$ cat src/rtl/fetch_sequencer.sv
// Fetch-unit controller: drives en_pc/en_new_pc/new_pc and turns the fetch
// unit's registered instruction into a valid/ready stream tagged with its PC.
module fetch_sequencer #(
    parameter int unsigned ADDR_W = 12,
    parameter int unsigned CNT_W  = 16
) (
    input  logic              clk,
    input  logic              reset,
    input  logic              start,
    input  logic              halt_req,
    input  logic              branch_valid,
    input  logic [ADDR_W-1:0] branch_target,
    input  logic              out_ready,
    input  logic [15:0]       fu_instruction,
    output logic              en_pc,
    output logic              en_new_pc,
    output logic [ADDR_W-1:0] new_pc,
    output logic              instr_valid,
    output logic [15:0]       instr,
    output logic [ADDR_W-1:0] instr_pc,
    output logic              halted,
    output logic [CNT_W-1:0]  accepted_count
);

    typedef enum logic [2:0] {
        S_IDLE,
        S_RUN,
        S_REDIRECT,
        S_DRAIN,
        S_HALTED
    } state_t;

    state_t            state, state_next;
    logic [ADDR_W-1:0] fetch_pc;
    logic [ADDR_W-1:0] target;
    logic              halt_pending;
    logic              accept;

    assign accept = instr_valid & out_ready;
    assign instr  = fu_instruction;

    always_comb begin
        state_next = state;
        en_pc      = 1'b0;
        en_new_pc  = 1'b0;
        new_pc     = '0;
        halted     = 1'b0;
        case (state)
            S_IDLE: begin
                if (start) state_next = S_RUN;
            end
            S_RUN: begin
                en_pc = !branch_valid && !halt_pending && (!instr_valid || out_ready);
                if (branch_valid)  state_next = S_REDIRECT;
                else if (halt_req) state_next = S_DRAIN;
            end
            S_REDIRECT: begin
                en_new_pc  = 1'b1;
                new_pc     = target;
                state_next = (halt_pending || halt_req) ? S_DRAIN : S_RUN;
            end
            S_DRAIN: begin
                if (!instr_valid) state_next = S_HALTED;
            end
            S_HALTED: begin
                halted = 1'b1;
            end
            default: state_next = S_IDLE;
        endcase
    end

    always_ff @(posedge clk or negedge reset) begin
        if (!reset) state <= S_IDLE;
        else        state <= state_next;
    end

    // Later assignments override the fetch/accept update: a redirect flushes
    // whatever is held, and REDIRECT squashes the stale word the fetch unit emits.
    always_ff @(posedge clk or negedge reset) begin
        if (!reset) begin
            fetch_pc     <= '0;
            target       <= '0;
            halt_pending <= 1'b0;
            instr_valid  <= 1'b0;
            instr_pc     <= '0;
        end else begin
            if (en_pc) begin
                instr_valid <= 1'b1;
                instr_pc    <= fetch_pc;
                fetch_pc    <= fetch_pc + ADDR_W'(1);
            end else if (accept) begin
                instr_valid <= 1'b0;
            end

            if (state == S_RUN && branch_valid) begin
                instr_valid <= 1'b0;
                target      <= branch_target;
                if (halt_req) halt_pending <= 1'b1;
            end else if (state == S_RUN && halt_req) begin
                halt_pending <= 1'b1;
            end

            if (state == S_REDIRECT) begin
                instr_valid <= 1'b0;
                fetch_pc    <= target;
                if (halt_req) halt_pending <= 1'b1;
            end
        end
    end

    always_ff @(posedge clk or negedge reset) begin
        if (!reset)
            accepted_count <= '0;
        else if (accept && accepted_count != '1)
            accepted_count <= accepted_count + CNT_W'(1);
    end

endmodule
$ cat config.mk
export PLATFORM = sky130hd
export DESIGN_NAME = fetch_sequencer
export DESIGN_NICKNAME = d
export VERILOG_FILES = /design/src/rtl/fetch_sequencer.sv
export SDC_FILE = /design/constraint.sdc
export NUM_CORES = 1
export LEC_CHECK = 0
export CAP_MARGIN = 20
export CORE_MARGIN = 3
export CORE_UTILIZATION = 44
export CTS_BUF_LIST = sky130_fd_sc_hd__clkbuf_2
export CTS_CLUSTER_SIZE = 40
export DETAILED_ROUTE_END_ITERATION = 8
export PLACE_DENSITY = 0.79
export REMOVE_ABC_BUFFERS = 1
export SYNTH_ARGS = -nofsm -noshare
export SYNTH_HDL_FRONTEND = slang
export SYNTH_SLANG_ARGS = --single-unit
$ cat constraint.sdc
create_clock -name clk -period 3.75 [get_ports clk]
set_input_delay 0.5625 -clock clk [delete_from_list [all_inputs] [get_ports clk]]
set_output_delay 0.5625 -clock clk [all_outputs]
set_load 0.01 [all_outputs]
==> reports/results.txt, run 1 <==
Post-CTS Hold Buffers: 0
Crit path required time: 3.19 ns
synth cell count leaders: dfrtp_1, nand2_1, buf_4, mux2_2, and2_1
crit path launch: state[1]$_DFFE_PN0P_
Worst Tran Pin Value: 1.02 ns
Post-route DRC: 0
reg2reg end: fetch_pc[9]$_DFFE_PN0P_
Num CTS Buffers: 9
global-route wire length before repair: 10.3 mm
Post-synth EDFFs: 0
setup TNS: 0 ns
outcome: completed
pwr/cell area: 604 mW/mm^2
Ant. Diodes: 0
Post-Syn Instances: 271
vias in the first global route: 2066
syn_area_per_cell: 10.3 um^2
yosys warns: 0
Hold Crit Class: primary input to asynchronous set/reset pin
largest net degree at the start of global routing: 37
Detailed Routing Iterations Pass 1: 4
routed wl met2: 2.73 mm
ANT nets after route: 0
min Tclk post-route: 3.31 ns
Worst R2R Setup Slack: 1.25 ns
register area share after synthesis: 51.0%
Routed Wire Length: 6.06 mm
Non-Filler Instances: 401
Starting Density: 46.4%
cell taking the most area after synthesis: dfrtp_1
GR Util All Layers: 18.0%
CTS clk-pin slew, worst paths: 0.16 ns
grt total ovfl: 0
Seq cells post-synth: 57
met3 WL: 509 um
Synth Flop Type: dfrtp_1
Max Clk Rate: 302 MHz
wl on met1: 2.71 mm
Syn-to-layout area delta: 23.3%
dpl cells: 385
Slew headroom: 31.3%
initial antenna violation count: 0
CTS tree: yes
Fin. Hold Viols: 0
Crit Path Class: flip-flop to output pin
Peak VDD IR: 0.000333 V
Clock Latency Late Sink: 0.47 ns
post-CTS sizing: 0
top post-synthesis cells by area: dfrtp_1, nand2_1, mux2_2
Period Utilization, post-route: 88.3%
PortBufs: 61
CP Capture Point: new_pc[8]
Die Wd: 85.7 um
core area: 0.00603 mm^2
Synth cell types: 45
Cell Area, Synth: 0.00280 mm^2
Top Metal Used: met4
die area: 0.00735 mm^2
number of nets in the layout: 357
hold_ws: 0.135 ns
count leader, synth: dfrtp_1
R2R cell count: 5
max-slew violation count: 0
DR WL/cell: 15.1 um
Worst Skew: 0.0187 ns
H-tree depth: 3
Die H: 85.7 um
Total Power: 2.08 mW
1st-iter DRT viols: 129
CP Launch Type: flip-flop
RSZ-0062 raised after global routing: false
max cap viols: 0
share of cells above drive strength 1: 11.3%
crit path DAT: 2.75 ns
Synth top area share: 51.0%
fin util: 57.2%
gpl congestion: 0.802
I/O pins: 94
ys async rst share: 100%
via/cell ratio: 5.40
Crit. End Element: output pin
Leak: 1.57 nW
critical-path maximum fanout: 16
CTS root buffer: clkbuf_2
setup violators final: 0
Sink Count: 57
Rows: 28
DR vias: 2166
R2R Path Start: state[1]$_DFFE_PN0P_
HPWL Detailed: 4.42 mm
Setup Fix Bufs, Post-CTS: 0
Longest Clk Path Bufs: 2
==> routing by layer <==
metal,global-route usage (%),vias to the layer above
met2,25.4,88
met1,24.3,1029
met4,9.35,0
met3,6.72,9
li1,-,1040
met5,0,-
==> cells in the final DEF, fill, tap and decap left out, drive strengths merged, types with 8 or more instances in the layout <==
master,instances
clkdlybuf4s50,60
dfrtp,57
nand2,45
mux2,13
and2,12
clkbuf,11
nand3,10
xnor2,10
nand4,8
nor4,8
==> worst min path at each step <==
stage	startpoint	endpoint	slack (ns)	cells after the start
floorplan	reset	accepted_count[0]$_DFFE_PN0P_	0.27	0
global placement	instr_pc[11]$_DFFE_PN0P_	instr_pc[11]$_DFFE_PN0P_	0.47	2
detailed placement	instr_pc[7]$_DFFE_PN0P_	instr_pc[7]$_DFFE_PN0P_	0.47	2
CTS	reset	fetch_pc[2]$_DFFE_PN0P_	0.15	1
global route	reset	instr_pc[6]$_DFFE_PN0P_	0.19	1
finish	reset	accepted_count[8]$_DFFE_PN0P_	0.14	1
==> metrics by stage <==
step / worst slack (ns) / cell area (um^2)
2_1_floorplan: 1.03 / 2620
4_1_cts: 0.396 / 3450
5_1_grt: 0.230 / 3450
6_report: 0.437 / 3450
3_5_place_dp: 0.654 / 3350
3_3_place_gp: 0.665 / 3350
==> area by class of cell <==
type / instances / area (um^2)
flip-flops and latches: 57 / 1430
clock buffers: 11 / 55.1
clock inverters: 5 / 46.3
inverters: 6 / 22.5
repair buffers: 64 / 628
multi-input cells: 183 / 1170
fillers: 534 / 2580
well taps: 75 / 93.8
==> power by group <==
| part | switching [mW] | leakage, nW | internal (mW) | total [mW] |
|---|---|---|---|---|
| Combinational | 0.301 | 0.774 | 0.424 | 0.725 |
| Clock | 0.217 | 0.0684 | 0.153 | 0.369 |
| Sequential | 0.173 | 0.725 | 0.813 | 0.986 |
==> logic make-up (layout without fill, tap and decap cells) <==
| kind of cell | Yosys count | after routing | share of synthesized area (%) |
|---|---|---|---|
| flops | 57 | 57 | 51.0 |
| compound gates | 30 | 30 | 8.06 |
| fa+ha+maj | 2 | 2 | 0.895 |
| xor+xnor | 17 | 17 | 5.33 |
| mux | 13 | 13 | 5.24 |
| buf+inv | 31 | 86 | 6.94 |
| simple gates | 121 | 121 | 22.5 |
==> state kept, by name (all words and copies together) (netlist names) <==
signal / flops
accepted_count: 16
fetch_pc: 12
instr_pc: 12
target: 12
state: 3
halt_pending: 1
instr_valid: 1
==> critical path, stage by stage, from the launching register on <==
cell and delay, ns:
dfrtp_1 0.50, or3b_2 0.61, inv_1 0.36, and2_1 0.26, clkdlybuf4s50_1 0.55
(Power assumes the default switching activity.)
==> run 2, diff against run 1 <==
--- a/config.mk
+++ b/config.mk
@@ -6,13 +6,14 @@
 export NUM_CORES = 1
 export LEC_CHECK = 0
 export CAP_MARGIN = 20
-export CORE_MARGIN = 3
+export CORE_MARGIN = 1.5
 export CORE_UTILIZATION = 44
 export CTS_BUF_LIST = sky130_fd_sc_hd__clkbuf_2
-export CTS_CLUSTER_SIZE = 40
+export CTS_CLUSTER_SIZE = 30
 export DETAILED_ROUTE_END_ITERATION = 8
 export PLACE_DENSITY = 0.79
 export REMOVE_ABC_BUFFERS = 1
+export SETUP_SLACK_MARGIN = 0.15
 export SYNTH_ARGS = -nofsm -noshare
 export SYNTH_HDL_FRONTEND = slang
 export SYNTH_SLANG_ARGS = --single-unit
==> reports/results.txt, run 2 (synthesized netlist as in run 1, its figures left out) <==
outcome: completed
Total Power: 1.99 mW
Longest Clk Path Bufs: 2
Crit. End Element: output pin
Top Metal Used: met4
Ant. Diodes: 0
number of nets in the layout: 357
crit path launch: state[1]$_DFFE_PN0P_
I/O pins: 94
commonest non-fill, non-tap cells in the layout: clkdlybuf4s50_1, dfrtp_1, nand2_1
setup violators final: 0
share of cells above drive strength 1: 11.7%
Crit path required time: 3.19 ns
Fin. Hold Viols: 0
grt total ovfl: 0
Routed Wire Length: 5.78 mm
min Tclk post-route: 3.31 ns
global-route wire length before repair: 9.52 mm
crit path DAT: 2.75 ns
Worst Tran Pin Value: 0.941 ns
filler cell count in the final layout: 541
Place WS: 0.647 ns
largest net degree at the start of global routing: 34
HPWL Detailed: 4.24 mm
core area: 0.00603 mm^2
Non-Filler Instances: 400
Setup Fix Bufs, Post-CTS: 0
Slew headroom: 36.7%
wl on met1: 2.73 mm
Peak VDD IR: 0.000327 V
Crit Path Class: flip-flop to output pin
Detailed Routing Iterations Pass 1: 4
H-tree depth: 3
hold_ws: 0.0552 ns
routed wl met2: 2.51 mm
via/cell ratio: 5.40
PortBufs: 61
Die Wd: 82.7 um
max cap viols: 0
Starting Density: 46.4%
R2R cell count: 5
Syn-to-layout area delta: 22.3%
setup TNS: 0 ns
DR vias: 2159
Period Utilization, post-route: 88.2%
gpl congestion: 0.822
Post-route DRC: 0
Leak: 1.56 nW
Hold Crit Class: primary input to asynchronous set/reset pin
R2R Path Start: state[1]$_DFFE_PN0P_
max reg flops: 16
Worst Skew: 0.0150 ns
post-CTS sizing: 0
1st-iter DRT viols: 113
Clock Latency Late Sink: 0.46 ns
RSZ-0062 raised after global routing: false
die area: 0.00684 mm^2
critical-path maximum fanout: 16
largest register by flop count: accepted_count
Worst R2R Setup Slack: 1.27 ns
CTS clk-pin slew, worst paths: 0.15 ns
Max Clk Rate: 302 MHz
Num CTS Buffers: 9
Final WS setup: 0.442 ns
GR Util All Layers: 18.8%
Post-CTS Hold Buffers: 0
reg2reg end: fetch_pc[9]$_DFFE_PN0P_
CP Launch Type: flip-flop
Sink Count: 57
dpl cells: 385
CTS tree: yes
DR WL/cell: 14.5 um
CTS root buffer: clkbuf_2
pwr/cell area: 582 mW/mm^2
max-slew violation count: 0
initial antenna violation count: 0
commonest non-fill, non-tap cell in the layout: clkdlybuf4s50_1
Die H: 82.7 um
Rows: 28
vias in the first global route: 2037
ANT nets after route: 0
met3 WL: 423 um
-- run 2: cell types whose count changed in the layout (fill, tap and decap cells not counted), sizes merged --
cell / before / now
bufinv: 1 / 0
clkbuf: 11 / 10
clkinv: 4 / 5
-- run 2: worst max-delay path by stage --
stage	depth (start not counted)	slack (ns)	endpoint
2_1_floorplan	5	1.03	fetch_pc[2]$_DFFE_PN0P_
3_3_place_gp	5	0.65	en_pc
3_5_place_dp	5	0.65	en_pc
4_1_cts	4	0.40	new_pc[5]
5_1_grt	4	0.27	new_pc[7]
6_report	4	0.44	new_pc[5]
-- run 2: layer usage --
| layer | vias to the layer above | track usage [%] |
|---|---|---|
| met5 | - | 2.50 |
| met4 | 0 | 7.67 |
| met3 | 9 | 7.69 |
| met2 | 76 | 25.6 |
| met1 | 1032 | 26.1 |
| li1 | 1042 | - |
-- run 2: critical path, cell delays in order, from the launching register on --
cell             delay, ns
dfrtp_1               0.51
or3b_2                0.61
inv_1                 0.35
and2_1                0.26
clkdlybuf4s50_1       0.56
-- run 2: final cells by class --
type	count	area, um^2	area share [%]
Multi-Input combinational cell	183	1170	34.4
Clock inverter	5	23.8	0.695
Sequential cell	57	1430	41.7
Timing Repair Buffer	64	628	18.4
Inverter	6	22.5	0.659
Clock buffer	10	50.0	1.46
Tap cell	75	93.8	2.74
-- run 2: per-stage QoR --
step                      util (%)  area, um^2
after global routing          56.7        3420
final                         56.7        3420
after global placement        55.5        3350
after floorplan                  -        2620
after CTS                     56.7        3420
after detailed placement      55.5        3350
-- run 2: power by group --
group / leakage (nW) / internal, mW / switching [mW] / total (mW)
registers: 0.725 / 0.813 / 0.172 / 0.985
logic: 0.774 / 0.423 / 0.293 / 0.716
clock network: 0.0587 / 0.0801 / 0.211 / 0.291
